==> config.mk <==
export PLATFORM = sky130hd
export DESIGN_NAME = sha3_burst_reader
export DESIGN_NICKNAME = d
export VERILOG_FILES = /design/src/rtl/sha3_bus_pkg.sv /design/src/rtl/sha3_burst_reader_burst_len_calc.sv /design/src/rtl/sha3_burst_reader.sv
export SDC_FILE = /design/constraint.sdc
export NUM_CORES = 1
export LEC_CHECK = 0
export ABC_AREA = 1
export BUFFER_PORTS_ARGS = -buffer_cell sky130_fd_sc_hd__buf_2
export CAP_MARGIN = 20
export CORE_ASPECT_RATIO = 0.75
export CORE_UTILIZATION = 40
export DETAILED_ROUTE_END_ITERATION = 10
export SKIP_CTS_REPAIR_TIMING = 1
export SLEW_MARGIN = 30
export SYNTH_ARGS = -nofsm -noshare
export SYNTH_HDL_FRONTEND = slang
export SYNTH_SLANG_ARGS = --single-unit
==> constraint.sdc <==
create_clock -name clk -period 6.8 [get_ports clk]
set_input_delay 1.36 -clock clk [delete_from_list [all_inputs] [get_ports clk]]
set_output_delay 1.36 -clock clk [all_outputs]
set_load 0.05 [all_outputs]
==> src/rtl/sha3_bus_pkg.sv <==
// Shared bus constants and the burst FSM state type for the OCM read path.
// Pure declarations, no logic, no latency.
// No handshakes live here.
package sha3_bus_pkg;

  localparam int          BEAT_BYTES     = 16;
  localparam logic [2:0]  AXI_SIZE_16B   = 3'b100;
  localparam logic [1:0]  AXI_BURST_INCR = 2'b01;
  localparam logic [1:0]  AXI_RESP_OKAY  = 2'b00;

  // Also decoded by the downstream loader debug port, so keep the order fixed.
  typedef enum logic [1:0] {
    IDLE   = 2'd0,
    ADDR   = 2'd1,
    DATA   = 2'd2,
    FINISH = 2'd3
  } burst_state_t;

endpackage

==> src/rtl/sha3_burst_reader_burst_len_calc.sv <==
// Beats for the next burst: min(remaining beats, MAX_BURST, beats left in the 4 KB page).
// Purely combinational, zero latency.
// No flow control; the caller holds the inputs stable while AR is pending.
module burst_len_calc #(
  parameter int BL_W      = 16,
  parameter int MAX_BURST = 16
) (
  input  logic [BL_W-1:0] beats_left,
  input  logic [7:0]      addr_idx,
  output logic [BL_W-1:0] beats,
  output logic [7:0]      arlen
);

  logic [8:0]      to_4k;
  logic [BL_W-1:0] cap_max;
  logic [BL_W-1:0] cap_page;

  // Clip the remaining length first by the burst cap, then by the page edge.
  // arlen wraps correctly for a 256-beat burst because only 8 bits are kept.
  always_comb begin
    to_4k    = 9'd256 - {1'b0, addr_idx};
    cap_max  = (beats_left < BL_W'(MAX_BURST)) ? beats_left : BL_W'(MAX_BURST);
    cap_page = (cap_max < BL_W'(to_4k)) ? cap_max : BL_W'(to_4k);
    beats    = cap_page;
    arlen    = cap_page[7:0] - 8'd1;
  end

endmodule

==> src/rtl/sha3_burst_reader.sv <==
// AXI4 INCR burst read master streaming a message from OCM into the hash loader FIFO.
// Latency: each R beat appears on ocm_data_out one cycle after its handshake.
// New bursts wait for dfsm_read_ready; rready never drops mid-burst since room was reserved.
module sha3_burst_reader
  import sha3_bus_pkg::*;
#(
  parameter int ADDR_W    = 32,
  parameter int DATA_W    = 128,
  parameter int MAX_BURST = 16,
  parameter int LEN_W     = 20
) (
  input  logic              clk,
  input  logic              reset,
  input  logic              start,
  input  logic [ADDR_W-1:0] base_addr,
  input  logic [LEN_W-1:0]  length_bytes,
  output logic              busy,
  output logic              done,
  output logic              err,
  output logic [ADDR_W-1:0] m_araddr,
  output logic [7:0]        m_arlen,
  output logic [2:0]        m_arsize,
  output logic [1:0]        m_arburst,
  output logic              m_arvalid,
  input  logic              m_arready,
  input  logic [DATA_W-1:0] m_rdata,
  input  logic [1:0]        m_rresp,
  input  logic              m_rlast,
  input  logic              m_rvalid,
  output logic              m_rready,
  output logic [DATA_W-1:0] ocm_data_out,
  output logic              bus_data_valid,
  input  logic              dfsm_read_ready,
  output logic [31:0]       read_addr_offset
);

  localparam int BL_W = LEN_W - 4;

  burst_state_t      state;
  logic [ADDR_W-1:0] addr;
  logic [BL_W-1:0]   beats_left;
  logic [31:0]       offset;
  logic [BL_W-1:0]   calc_beats;
  logic [7:0]        calc_arlen;

  // addr and beats_left only move on the AR handshake, so the calc output is
  // still valid when the handshake arrives and needs no separate register.
  burst_len_calc #(
    .BL_W      (BL_W),
    .MAX_BURST (MAX_BURST)
  ) u_len_calc (
    .beats_left (beats_left),
    .addr_idx   (addr[11:4]),
    .beats      (calc_beats),
    .arlen      (calc_arlen)
  );

  assign m_arsize  = AXI_SIZE_16B;
  assign m_arburst = AXI_BURST_INCR;

  // Job FSM: issue one burst at a time, forward every beat, pulse done at the end.
  always_ff @(posedge clk) begin
    if (!reset) begin
      state            <= IDLE;
      addr             <= '0;
      beats_left       <= '0;
      offset           <= '0;
      busy             <= 1'b0;
      done             <= 1'b0;
      err              <= 1'b0;
      m_araddr         <= '0;
      m_arlen          <= '0;
      m_arvalid        <= 1'b0;
      m_rready         <= 1'b0;
      ocm_data_out     <= '0;
      bus_data_valid   <= 1'b0;
      read_addr_offset <= '0;
    end else begin
      done           <= 1'b0;
      bus_data_valid <= 1'b0;
      case (state)
        IDLE: begin
          if (start) begin
            err <= 1'b0;
            if (length_bytes == '0) begin
              done <= 1'b1;
            end else begin
              addr       <= base_addr;
              beats_left <= length_bytes[LEN_W-1:4];
              offset     <= '0;
              busy       <= 1'b1;
              state      <= ADDR;
            end
          end
        end
        ADDR: begin
          if (!m_arvalid) begin
            // Only request when the FIFO can absorb a whole burst.
            if (dfsm_read_ready) begin
              m_arvalid <= 1'b1;
              m_araddr  <= addr;
              m_arlen   <= calc_arlen;
            end
          end else if (m_arready) begin
            m_arvalid  <= 1'b0;
            addr       <= addr + ADDR_W'({calc_beats, 4'b0000});
            beats_left <= beats_left - calc_beats;
            m_rready   <= 1'b1;
            state      <= DATA;
          end
        end
        DATA: begin
          if (m_rvalid && m_rready) begin
            bus_data_valid   <= 1'b1;
            ocm_data_out     <= m_rdata;
            read_addr_offset <= offset;
            offset           <= offset + 32'(BEAT_BYTES);
            if (m_rresp != AXI_RESP_OKAY) begin
              err <= 1'b1;
            end
            if (m_rlast) begin
              m_rready <= 1'b0;
              state    <= (beats_left != '0) ? ADDR : FINISH;
            end
          end
        end
        FINISH: begin
          done  <= 1'b1;
          busy  <= 1'b0;
          state <= IDLE;
        end
        default: state <= IDLE;
      endcase
    end
  end

endmodule

==> impl_metrics.tcl <==
set metrics [dict create \
    crit_buf_inv 0 \
    clock_sinks 280 \
    final_max_slew_viol_count 0 \
    final_area_sq_um 16600 \
    nNetsFinal 2376 \
    worst_pin_slew_ps 887 \
    start_util_pct 40.8 \
    seqPwrFrac_pct 29.6 \
    htree_levels 1 \
    end_kind "flip-flop" \
    fill_cells 3240 \
    cts_tree "yes" \
    detail-route-antenna-nets 0 \
    grt_pass1_wl_microns 66400 \
    synth_edf_count 0 \
    syn_avg_cell_area_sq_um 7.38 \
    drive_above_1_share_pct 23.1 \
    drtIter0Drc 873 \
    leakage_nw 7.23 \
    outcome "completed" \
    cp.required_ps 7230 \
    ys_warn_count 0 \
    die_h_microns 160 \
    cts_buffer_depth 3 \
    multi_input_area_sq_um 6820 \
    port_buffers 390 \
    synth-seq-cells 280 \
    wire_per_inst_microns 16.4 \
    drc 0 \
    dr.pass1.iters 5 \
    yosysSeqAreaShare_pct 42.2 \
    hp-class "reg -> reg" \
    grt_pass1_vias 12111 \
    timing.setup.tns_ps 0 \
    setup_viol 0 \
    antenna_found_initial 2 \
    critical-path-top-delay-family "simple AND/OR/NAND/NOR gates" \
    fp.dieArea_sq_um 33900 \
    cp.arrival_ps 5300 \
    combPwrFrac_pct 45.3 \
    synth.distinct_cells 50 \
    switching_share_pct 43.9 \
    period_needed_ps 4870 \
    pre_cts_ws_ps 2040 \
    crit_path_start_kind "flip-flop" \
    synthArstFlopShare_pct 0 \
    dp.cells 2547 \
    crit_type "reg -> reg" \
    overflow 0 \
    num_vias 13254 \
    cp_max_fo 10 \
    syn_inst 1800 \
    power_mw 6.78 \
    p_int_mw 3.81 \
    fin_ws_ps 1930 \
    clk_pin_slew_worst_paths_ps 60 \
    power_density_nw_per_um2 409 \
    netlist_area_sq_um 13300 \
    dpl_cell_area_sq_um 15500 \
    worstSkewPairLatency_ps 560 \
    std_cell_rows 57 \
    hold_slack_ps 458 \
    wl_microns 42700 \
    synthToLayoutAreaGrowth_pct 24.8 \
    die_w_microns 212 \
    period_share_pct 71.6 \
    fin_cells 2602 \
    grt_max_degree 116 \
    core_area_sq_um 32500 \
    slowest_stage "fa_1" \
    power.share.clock_pct 25.1 \
    place.gp.congestion 0.946 \
    fmax_mhz 205 \
    synthAdderAreaFrac_pct 4.73 \
    hpwl_microns 30200 \
    max_stage_delay_ps 420 \
    p_switching_mw 2.98 \
    rsz0062_at_grt "no" \
    synthXorXnorAreaFrac_pct 2.70 \
    cts-root-buf "clkbuf_16" \
    finalHoldViolations 0 \
    ir_worst_vdd_mv 0.258 \
    ys.flop_type "dfxtp_1" \
    maxCapViolations 0 \
    ios 400 \
    regArea_sq_um 5610 \
    fin_util_pct 50.9 \
    grt_usage_pct 24.3 \
    slew_headroom_pct 40.9 \
    synth_compound_area_share_pct 18.5 \
    synth.area.mux_share_pct 0 \
    viasPerCell 5.09 \
    finalClockSkew_ps 19.9 \
    synth-simple-area-share_pct 24.4 \
    synth_top_family_by_area "simple AND/OR/NAND/NOR gates" \
    cts_buffers 30 \
]
worst paths after layout:
path,start,to,slack (ps),cells after the start
max,addr[5],addr[28],1930,26
max reg2reg,addr[5],addr[28],1930,26
min reg2reg,ocm_data_out[47],ocm_data_out[47],460,2
min,ocm_data_out[47],ocm_data_out[47],460,2
routing by layer:
layer / track usage, % / vias up / routed length (microns)
li1: - / 6714 / -
met1: 33.9 / 6053 / 20200
met2: 37.6 / 428 / 18500
met3: 6.06 / 57 / 3140
met4: 5.26 / 2 / 791
met5: 0 / - / 13
area by class of cell:
class / instances / share of cell area, %
clock buffers: 40 / 5.07
inverters: 128 / 2.95
multi-input cells: 1297 / 41.2
well taps: 442 / 3.34
diodes: 1 / 0.0151
repair buffers: 401 / 12.5
flip-flops and latches: 280 / 33.8
clock inverters: 13 / 1.10
cell usage in the layout (no fill, tap or decap), types with 26 or more instances in the layout:
master / n
nand3_1: 190
ha_1: 46
nor2_1: 115
clkbuf_16: 31
dfxtp_1: 280
nand2_1: 336
o21ai_0: 88
inv_1: 118
conb_1: 26
a21oi_1: 298
buf_2: 390
xor2_1: 29
logic make-up (layout without fill, tap and decap cells):
logic type / after synthesis / count (layout)
simple gates: 726 / 726
compound gates: 455 / 455
flops: 280 / 280
buf+inv: 247 / 582
fa+ha+maj: 49 / 49
xor+xnor: 41 / 41
other cells: 2 / 27
worst reg2reg max path, delay by kind of cell (launching register included):
kind	cells	cell delay (ps)
adders and majority gates	3	950
and+or+nand+nor	13	1700
DFF	1	370
xor gates and xnor gates	2	260
AOI/OAI and AO/OA	8	1430
registers in the layout, indices dropped and copies added (netlist names):
| signal | cells |
|---|---|
| m_rready | 1 |
| state | 2 |
| m_araddr | 32 |
| err | 1 |
| bus_data_valid | 1 |
| addr | 32 |
| done | 1 |
| ocm_data_out | 128 |
| beats_left | 16 |
| busy | 1 |
| m_arlen | 8 |
| m_arvalid | 1 |
| read_addr_offset | 28 |
| offset | 28 |
synthesized netlist by cell type (12+ instances only):
| cell type | instances | area [sq um] |
|---|---|---|
| a211oi_1 | 20 | 150 |
| dfxtp_1 | 280 | 5610 |
| nand2_1 | 337 | 1260 |
| nor3_1 | 23 | 115 |
| inv_1 | 118 | 443 |
| buf_1 | 19 | 71.3 |
| xnor2_1 | 12 | 105 |
| o21ai_0 | 88 | 440 |
| xor2_1 | 29 | 254 |
| nor2_1 | 116 | 435 |
| clkbuf_1 | 85 | 319 |
| nand3_1 | 190 | 951 |
| a21oi_1 | 298 | 1490 |
| ha_1 | 47 | 588 |
| nand4_1 | 16 | 100 |
power by group through the flow:
| stage | sequential, mW | combinational (mW) | clock [mW] |
|---|---|---|---|
| finish | 2.01 | 3.07 | 1.70 |
| global route | 2.04 | 3.40 | 1.81 |
| CTS | 2.01 | 3.04 | 1.74 |
| detailed placement | 2.04 | 3.02 | 0 |
| global placement | 2.04 | 2.99 | 0 |
| floorplan | 2.25 | 2.06 | 0 |
No activity file was read; power rests on OpenSTA's default activity.
